File: config.mk
export PLATFORM = sky130hd
export DESIGN_NAME = y_enhance_stat_flat
export DESIGN_NICKNAME = d
export VERILOG_FILES = /design/src/rtl/y_enhance_stat_if.sv /design/src/rtl/y_enhance_stat.sv /design/src/flat_wrapper.sv
export SDC_FILE = /design/constraint.sdc
export NUM_CORES = 1
export LEC_CHECK = 0
export ABC_AREA = 1
export CORE_MARGIN = 2
export CORE_UTILIZATION = 35
export CTS_CLUSTER_SIZE = 40
export DETAILED_ROUTE_END_ITERATION = 8
export GPL_TIMING_DRIVEN = 1
export PLACE_DENSITY = 0.54
export SYNTH_ARGS = -nofsm -noshare
export SYNTH_HDL_FRONTEND = slang
export SYNTH_SLANG_ARGS = --single-unit
File: constraint.sdc
create_clock -name clk -period 4 [get_ports clk]
set_input_delay 0.8 -clock clk [delete_from_list [all_inputs] [get_ports clk]]
set_output_delay 0.8 -clock clk [all_outputs]
set_load 0.05 [all_outputs]
File: src/rtl/y_enhance_stat_if.sv
// rtl/y_enhance_stat_if.sv - tapped 24-bit YCbCr video stream bundle
// Purpose: groups the monitored video link signals so the stats unit can tap them.
// Signals:
//   data  [23:0] {Y,Cb,Cr} beat data
//   valid        beat valid
//   sop          start of frame
//   eop          end of frame
//   ready        link ready as seen on the wire
// Modports:
//   master drives every signal (the link source / bench)
//   slave  observes every signal (passive tap)
interface y_enhance_stat_if;
  logic [23:0] data;
  logic        valid;
  logic        sop;
  logic        eop;
  logic        ready;

  modport master (output data, valid, sop, eop, ready);
  modport slave  (input  data, valid, sop, eop, ready);
endinterface

File: src/rtl/y_enhance_stat.sv
// rtl/y_enhance_stat.sv - passive per-frame Y min/max statistics and 8.8 gain divider
// Purpose: tracks min/max luma over each accepted frame and, at end of frame,
//   computes rate = floor(OUT_MAX*256/(max-min)) with a 16-step restoring divider.
// Ports:
//   clk         clock
//   rst_n       asynchronous reset, active low
//   video_in    tapped stream (slave modport, monitored only)
//   enable      0: ignore all beats, no new results
//   rate        8.8 gain for the next frame
//   min_value   black level for the next frame
//   diff2small  frame range below DIFF_MIN
//   stat_valid  one-cycle pulse when the outputs update
//   busy        divider running
module y_enhance_stat #(
  parameter int          DIFF_MIN   = 16,
  parameter int          OUT_MAX    = 255,
  parameter logic [15:0] UNITY_RATE = 16'h0100
) (
  input  logic                    clk,
  input  logic                    rst_n,
  y_enhance_stat_if.slave         video_in,
  input  logic                    enable,
  output logic [15:0]             rate,
  output logic [7:0]              min_value,
  output logic                    diff2small,
  output logic                    stat_valid,
  output logic                    busy
);

  localparam logic [15:0] DIVIDEND = 16'(OUT_MAX * 256);
  localparam logic [7:0]  DMIN     = 8'(DIFF_MIN);

  typedef enum logic [1:0] {IDLE, DIV, DONE} state_t;
  state_t state;

  logic [7:0]  y;
  logic        acc;
  logic        end_frame;
  logic [7:0]  frame_min;
  logic [7:0]  frame_max;

  logic        in_frame;
  logic [7:0]  run_min;
  logic [7:0]  run_max;

  logic        pend_valid;
  logic [7:0]  pend_min;
  logic [7:0]  pend_max;

  logic        load;
  logic [7:0]  ld_min;
  logic [7:0]  ld_max;

  logic [7:0]  range_r;
  logic [7:0]  fmin_r;
  logic [15:0] quo;
  logic [7:0]  rem;
  logic [3:0]  cnt;
  logic [8:0]  rem_sh;
  logic [8:0]  rem_sub;
  logic        take;

  always_comb begin
    y   = video_in.data[23:16];
    acc = video_in.valid & video_in.ready & enable;
    // A sop beat restarts the running extremes with its own Y, so the
    // current beat is always folded in, including the eop beat.
    if (video_in.sop) begin
      frame_min = y;
      frame_max = y;
    end else begin
      frame_min = (y < run_min) ? y : run_min;
      frame_max = (y > run_max) ? y : run_max;
    end
    end_frame = acc & video_in.eop & (video_in.sop | in_frame);

    // A fresh eop wins over a queued one: the pending slot only keeps the newest frame.
    ld_min = end_frame ? frame_min : pend_min;
    ld_max = end_frame ? frame_max : pend_max;
    // The engine accepts a new frame in IDLE or on the DONE edge itself, so
    // back-to-back results stay exactly 17 edges apart.
    load   = ((state == IDLE) || (state == DONE)) && (end_frame || pend_valid);

    rem_sh  = {rem, quo[15]};
    rem_sub = rem_sh - {1'b0, range_r};
    take    = (rem_sh >= {1'b0, range_r});
  end

  always_ff @(posedge clk or negedge rst_n) begin
    if (!rst_n) begin
      in_frame <= 1'b0;
      run_min  <= 8'd0;
      run_max  <= 8'd0;
    end else if (acc && (video_in.sop || in_frame)) begin
      run_min  <= frame_min;
      run_max  <= frame_max;
      in_frame <= ~video_in.eop;
    end
  end

  always_ff @(posedge clk or negedge rst_n) begin
    if (!rst_n) begin
      state      <= IDLE;
      rate       <= UNITY_RATE;
      min_value  <= 8'd0;
      diff2small <= 1'b0;
      stat_valid <= 1'b0;
      busy       <= 1'b0;
      pend_valid <= 1'b0;
      pend_min   <= 8'd0;
      pend_max   <= 8'd0;
      range_r    <= 8'd0;
      fmin_r     <= 8'd0;
      quo        <= 16'd0;
      rem        <= 8'd0;
      cnt        <= 4'd0;
    end else begin
      stat_valid <= 1'b0;
      case (state)
        IDLE: begin
          if (load) begin
            range_r    <= ld_max - ld_min;
            fmin_r     <= ld_min;
            quo        <= DIVIDEND;
            rem        <= 8'd0;
            cnt        <= 4'd0;
            busy       <= 1'b1;
            pend_valid <= 1'b0;
            state      <= DIV;
          end
        end
        DIV: begin
          // quo shifts dividend bits out of the top and quotient bits in at the bottom.
          // The remainder stays below the divisor, so 8 bits suffice after subtract.
          rem <= take ? rem_sub[7:0] : rem_sh[7:0];
          quo <= {quo[14:0], take};
          cnt <= cnt + 4'd1;
          if (cnt == 4'd15) begin
            busy  <= 1'b0;
            state <= DONE;
          end
          if (end_frame) begin
            pend_valid <= 1'b1;
            pend_min   <= frame_min;
            pend_max   <= frame_max;
          end
        end
        DONE: begin
          if (range_r >= DMIN) begin
            rate       <= quo;
            min_value  <= fmin_r;
            diff2small <= 1'b0;
          end else begin
            rate       <= UNITY_RATE;
            min_value  <= 8'd0;
            diff2small <= 1'b1;
          end
          stat_valid <= 1'b1;
          if (load) begin
            range_r    <= ld_max - ld_min;
            fmin_r     <= ld_min;
            quo        <= DIVIDEND;
            rem        <= 8'd0;
            cnt        <= 4'd0;
            busy       <= 1'b1;
            pend_valid <= 1'b0;
            state      <= DIV;
          end else begin
            state <= IDLE;
          end
        end
        default: state <= IDLE;
      endcase
    end
  end

endmodule

File: src/flat_wrapper.sv
// flat-port wrapper written by rule: the top's interface ports become plain ports
module y_enhance_stat_flat 
#(
  parameter int          DIFF_MIN   = 16,
  parameter int          OUT_MAX    = 255,
  parameter logic [15:0] UNITY_RATE = 16'h0100
)
  (clk, rst_n, enable, rate, min_value, diff2small, stat_valid, busy, video_in_data, video_in_valid, video_in_sop, video_in_eop, video_in_ready);
  y_enhance_stat_if video_in_i ();
  input  logic clk;
  input  logic rst_n;
  input  logic enable;
  output logic [15:0] rate;
  output logic [7:0] min_value;
  output logic diff2small;
  output logic stat_valid;
  output logic busy;
  input wire logic [$bits(video_in_i.data)-1:0] video_in_data;
  input wire logic [$bits(video_in_i.valid)-1:0] video_in_valid;
  input wire logic [$bits(video_in_i.sop)-1:0] video_in_sop;
  input wire logic [$bits(video_in_i.eop)-1:0] video_in_eop;
  input wire logic [$bits(video_in_i.ready)-1:0] video_in_ready;
  assign video_in_i.data = video_in_data;
  assign video_in_i.valid = video_in_valid;
  assign video_in_i.sop = video_in_sop;
  assign video_in_i.eop = video_in_eop;
  assign video_in_i.ready = video_in_ready;
  y_enhance_stat #(.DIFF_MIN(DIFF_MIN), .OUT_MAX(OUT_MAX), .UNITY_RATE(UNITY_RATE)) u_core (.clk(clk), .rst_n(rst_n), .video_in(video_in_i), .enable(enable), .rate(rate), .min_value(min_value), .diff2small(diff2small), .stat_valid(stat_valid), .busy(busy));
endmodule
## Yosys cells after proc, flatten, opt, wreduce, memory -nomap -nowiden

Index checks and enable logic that the tools add are counted.

- Muxes and demuxes: 27
- Bitwise gates (word level): 6
- Equality and inequality tests: 7
- Reduce and logical (&&, ||, !) cells: 13
- $add $sub $neg: 3
- Order comparisons: 4

Operators with widths:

| cell | count |
|---|---|
| 8-bit two-way mux | 9 |
| 16-bit two-way mux | 2 |
| 16-bit case mux with 2 select lines | 1 |
| 8-bit case mux with 2 select lines | 1 |
| 8-bit subtractor | 2 |
| 9-bit by 8-bit >= comparator with 1-bit output | 1 |
| 8-bit by 5-bit >= comparator with 1-bit output (second input constant) | 1 |
| 8-bit greater-than comparator | 1 |
| 8-bit less-than comparator | 1 |
| 2-bit by 1-bit inequality test with 1-bit output (second input constant) | 4 |
| 4-bit case mux with 2 select lines | 1 |
| 1-bit two-way mux | 7 |
| 2-bit case mux with 3 select lines | 1 |
| 2-bit AND reduction | 3 |
| 3-bit AND reduction | 2 |
| 4-bit by 1-bit adder with 4-bit output (second input constant) | 1 |
| 1-bit bitwise AND | 4 |
| 4-bit equality test (second input constant) | 1 |
| 2-bit two-way mux | 2 |
| 4-bit two-way mux | 1 |
| 1-bit case mux with 2 select lines | 2 |
| 1-bit logical OR | 3 |
| 2-bit by 1-bit equality test with 1-bit output (second input constant) | 1 |
| 2-bit equality test (second input constant) | 1 |
| other kinds (6) | 7 |

- Output and inout bits: 27
- Logic and storage cells: 77
- Register bits: 107

## Logic depth before layout (Yosys ltp)

- Word-level depth: 8
- Mapped depth: 24

## Least setup slack after synthesis

Ideal clock, no wire load.

- Path kind: input to register
- Start point: input port video_in_data[23]
- End point: register u_core.range_r[6]
- Data arrival time: 3.205 ns
- Setup time: 0.083 ns
- Data required time: 3.917 ns
- Path buffers: 0
- Slack: 0.712 ns
- Cell stages on the path: 18
- Cell sequence: ha_1 a21o_1 nor2_1 nand2_1 nand2_1 nand2_2 nand2_1 o21ai_0 nand2_1 o21ai_0 ha_1 fa_1 o21ai_0 a21oi_1 nor2_1 nor2_1 xor2_1 o21ai_0

- Word-level cells in the longest chain between the ends: 5
- Elaborated cells on any way between the ends: 9

Ends and longest elaborated chain:

| item | line | text |
|---|---|---|
| start, declared | flat_wrapper.sv:18 | `input wire logic [$bits(video_in_i.data)-1:0] video_in_data;` |
| 8-bit greater-than comparator / 8-bit less-than comparator (equally long branches) | y_enhance_stat.sv:73, y_enhance_stat.sv:72 |  |
| 8-bit two-way mux, on equally long branches | y_enhance_stat.sv:73, y_enhance_stat.sv:72 |  |
| 8-bit two-way mux | y_enhance_stat.sv:68 | `if (video_in.sop) begin` |
| 8-bit two-way mux | -- |  |
| 8-bit subtractor (*) | y_enhance_stat.sv:122, y_enhance_stat.sv:160 |  |
| end signal, assigned | y_enhance_stat.sv:122 | `range_r <= ld_max - ld_min;` |
| end signal, assigned | y_enhance_stat.sv:160 | `range_r <= ld_max - ld_min;` |
| end, declared | y_enhance_stat.sv:54 | `logic [7:0] range_r;` |

Mark *: on every way between the ends. The rest lies on a longest branch, timed or not.
A chain may end at the register's enable or synchronous reset.

## Worst setup path in the final report

- Start point: input port video_in_data[23]
- End point: register u_core.range_r[7]

- Word-level cells in the longest chain between the ends: 5
- Elaborated cells on any way between the ends: 9

Ends and longest elaborated chain:

| item | line | text |
|---|---|---|
| 8-bit greater-than comparator | y_enhance_stat.sv:73 | `frame_max = (y > run_max) ? y : run_max;` |
| 8-bit two-way mux | y_enhance_stat.sv:73 |  |
| 8-bit two-way mux | y_enhance_stat.sv:68 |  |
| 8-bit two-way mux | -- |  |
| named net u_core.ld_max[4] | y_enhance_stat.sv:52 | `logic [7:0] ld_max;` |
| 8-bit subtractor | y_enhance_stat.sv:122, y_enhance_stat.sv:160 |  |

The timed path passes the listed nets, and every way through them passes these cells.

==> reports/qor.txt <==
Nets - 741
HPWL Detailed - 8.68 mm
Fin. Hold Viols - 0
Total clock sinks - 107
Post-synth ARST share - 100%
Sequential Area - 0.00268 mm^2
Clock power share - 15.1%
Max Buffers Root-to-Sink - 2
Peak VDD IR - 0.287 mV
ANT cells - 0
Unique cell type count in the Yosys netlist - 40
Worst Tran Pin Value - 910 ps
Post CTS Setup Buffer Count - 0
IO Pins - 58
Hold path endpoint - u_core.rate[11]
Clock transition at path regs - 70 ps
Cts hold-fix bufs - 0
Critical path endpoint category - flop
Hold Crit Class - flop to flop
Origin of the critical flop-to-flop path - u_core.run_max[7]
Fin crit share - 91.6%
Yosys warns - 0
DIE AREA - 0.0169 mm^2
# DRC - 0
Routed Antenna Nets - 0
Number of cells after detailed placement - 877
CTS resizes - 0
Worst reg2reg setup slack - 850 ps
GPL Wtd Cong - 0.816
Largest net degree at the start of global routing - 62
Top_reg_cell synth - dfrtp_1
Slew HR - 39.2%
Register share of total power - 32.8%
Mapped Cells - 625
Die H - 130 um
Share of the synthesized area in the top cell type - 47.9%
RR Endpoint - u_core.range_r[7]
FF-to-FF path depth - 19
Int Pwr - 3150 uW
Switch share - 43.7%
RSZ-0062 raised after global routing - false
CTS tree - yes
EDFF count, synth - 0
Max frequency - 0.273 GHz
Worst Hold Depth - 2
Initial drt markers - 221
Clk_lat worst skew - 350 ps
Yosys top cell by area - dfrtp_1
Syn_area_per_cell - 8.86 um^2
Initial antenna violation count - 0
First-pass detailed-route iteration total - 4
Post-DR wirelength/cell - 13.2 um
Crit Path Max Fanout - 8
Cell chain of the critical path - clkdlybuf4s50_1, ha_1, a21o_1, nor2_1, nand2_1, nand2_1, nand2_2, buf_4, o21ai_1, o21ai_0, ha_1, a21oi_1, o21ai_0, a31oi_1, inv_1, nand3_1, nand2_1, nand2_1, nand3_1
CP arrival - 3900 ps
Syn_nets - 689
Total Routing Usage GR - 15.1%
Post-Syn Area - 0.00554 mm^2
Combinational Power Share - 52.1%
Setup Viol. Count Final - 0
Register area share after synthesis - 48.4%
Total gr overflow - 0
CP Launch Type - input pin
Sw Pwr - 2450 uW
Ratio of cells with drive above 1 in the final layout - 14.1%
Cell Rows - 45
Root buffer cell - clkbuf_16
H-tree depth - 3
CTS Buf Count - 9
Vias - 4207
HP Start - u_core.rate[11]
Total power draw - 5590 uW
Tmin final - 3660 ps
Leakage power - 0.00315 uW
Crit-path most repeated cell - nand2_1
Multi-input gate area - 0.00244 mm^2
Synth top area cells - dfrtp_1, nand2_1, ha_1, o21ai_0, inv_1
Clock skew - 7.92 ps
Most frequent cell after synthesis - nand2_1
Data required, critical path - 4230 ps
Max incr delay on CP - 470 ps
Initial core utilization - 36.2%
Fin cells - 893
WHS - 480 ps
Commonest cells post-synth - nand2_1, dfrtp_1, o21ai_0
Critical path's slowest cell - clkdlybuf4s50_1
First-pass GRT wire length - 20.2 mm
Outcome - completed
Pwr/cell area - 857 mW/mm^2
IO buf count - 41
Routed vias/inst - 4.71
Seq cells post-synth - 107
Critical path type - input pin to flop
Area growth syn-to-layout - 17.8%
Slew Viols, Final - 0
Die span in x - 130 um
Core Area - 0.0153 mm^2
Max cap viols - 0
Vias in the first global route - 4175
FILL cells - 1524
DRT Wirelength - 11.7 mm
[worst max-delay path: cells and delay by family]
| family | cells | cell delay (ps) |
|---|---|---|
| adders and majority gates | 2 | 690 |
| AOI/OAI and AO/OA | 6 | 1030 |
| and+or+nand+nor | 8 | 650 |
| buffers and inverters | 3 | 720 |
[through the flow]
step | worst slack, ps | TNS [ps] | util [%] | cell area (um^2)
final | 337 | 0 | 42.6 | 6520
after global placement | 11.2 | 0 | 40.8 | 6240
after global routing | 15.2 | 0 | 42.6 | 6520
after detailed placement | -54.7 | -109 | 40.8 | 6240
after CTS | 310 | 0 | 42.6 | 6520
after floorplan | 712 | 0 | - | 5540
[kinds of logic after synthesis]
logic type      synth area share (%)
flops                           48.4
fa+ha+maj                       7.72
simple gates                    16.6
compound gates                  17.9
buf+inv                         7.68
xor+xnor                        1.74
[power groups by stage]
stage / clock, uW / sequential, uW / combinational, uW
after floorplan: 0 / 2140 / 1820
after global placement: 0 / 1840 / 2860
after detailed placement: 0 / 1850 / 2930
after CTS: 873 / 1840 / 2940
after global routing: 915 / 1900 / 3300
final: 843 / 1840 / 2910
[layout make-up]
| class | instances | area share, % |
|---|---|---|
| Clock buffer | 11 | 3.72 |
| Sequential cell | 107 | 41.1 |
| Timing Repair Buffer | 63 | 8.98 |
| Inverter | 74 | 4.26 |
| Clock inverter | 5 | 0.537 |
| Tap cell | 211 | 4.05 |
| Multi-Input combinational cell | 422 | 37.4 |
[flip-flops by register name, summed over array words and instances (netlist names)]
signal and count:
u_core.busy 1, u_core.cnt 4, u_core.diff2small 1, u_core.fmin_r 8
u_core.in_frame 1, u_core.min_value 8, u_core.pend_max 8, u_core.pend_min 8
u_core.pend_valid 1, u_core.quo 16, u_core.range_r 8, u_core.rate 16
u_core.rem 8, u_core.run_max 8, u_core.run_min 8, u_core.stat_valid 1
u_core.state 2
[routing by layer]
layer | part of all wire (%) | global-route usage (%) | wire length (um)
met4 | 0.86 | 5.50 | 101
met2 | 45 | 24.1 | 5340
met5 | 0 | 0 | 0
met1 | 50 | 21.0 | 5930
met3 | 3.2 | 2.13 | 374
[layout by cell type (no fill, tap or decap), types with 2 or more instances in the layout]
cell | Yosys | final
nor2_2 | 3 | 3
buf_4 | 1 | 22
a21oi_1 | 21 | 21
o21ai_0 | 74 | 73
nand4_1 | 2 | 2
inv_6 | 0 | 2
a22oi_1 | 5 | 5
nor2_4 | 3 | 3
inv_1 | 65 | 65
nor3_2 | 2 | 2
xnor2_1 | 3 | 3
clkdlybuf4s50_1 | 0 | 40
fa_1 | 2 | 2
nand2_1 | 156 | 156
nand2_2 | 6 | 6
inv_2 | 9 | 9
nand3_1 | 14 | 14
clkbuf_16 | 0 | 9
nand2_4 | 2 | 2
o21ai_2 | 25 | 26
ha_1 | 31 | 31
clkinv_2 | 0 | 2
a22o_1 | 7 | 7
dfrtp_1 | 106 | 106
o21ai_1 | 15 | 15
nor2_1 | 21 | 21
o22ai_1 | 8 | 8
xor2_1 | 8 | 8
nor3_1 | 4 | 4
[how the worst max path moves through the flow]
| stage | startpoint | endpoint | slack [ps] | depth (start not counted) |
|---|---|---|---|---|
| 2_1_floorplan | video_in_data[23] | u_core.range_r[6] | 710 | 18 |
| 3_3_place_gp | video_in_data[23] | u_core.range_r[6] | 10 | 19 |
| 3_5_place_dp | video_in_data[23] | u_core.range_r[6] | -50 | 19 |
| 4_1_cts | video_in_data[23] | u_core.range_r[6] | 310 | 19 |
| 5_1_grt | video_in_data[17] | u_core.range_r[7] | 20 | 23 |
| 6_report | video_in_data[23] | u_core.range_r[7] | 340 | 19 |
(Power assumes the default switching activity.)
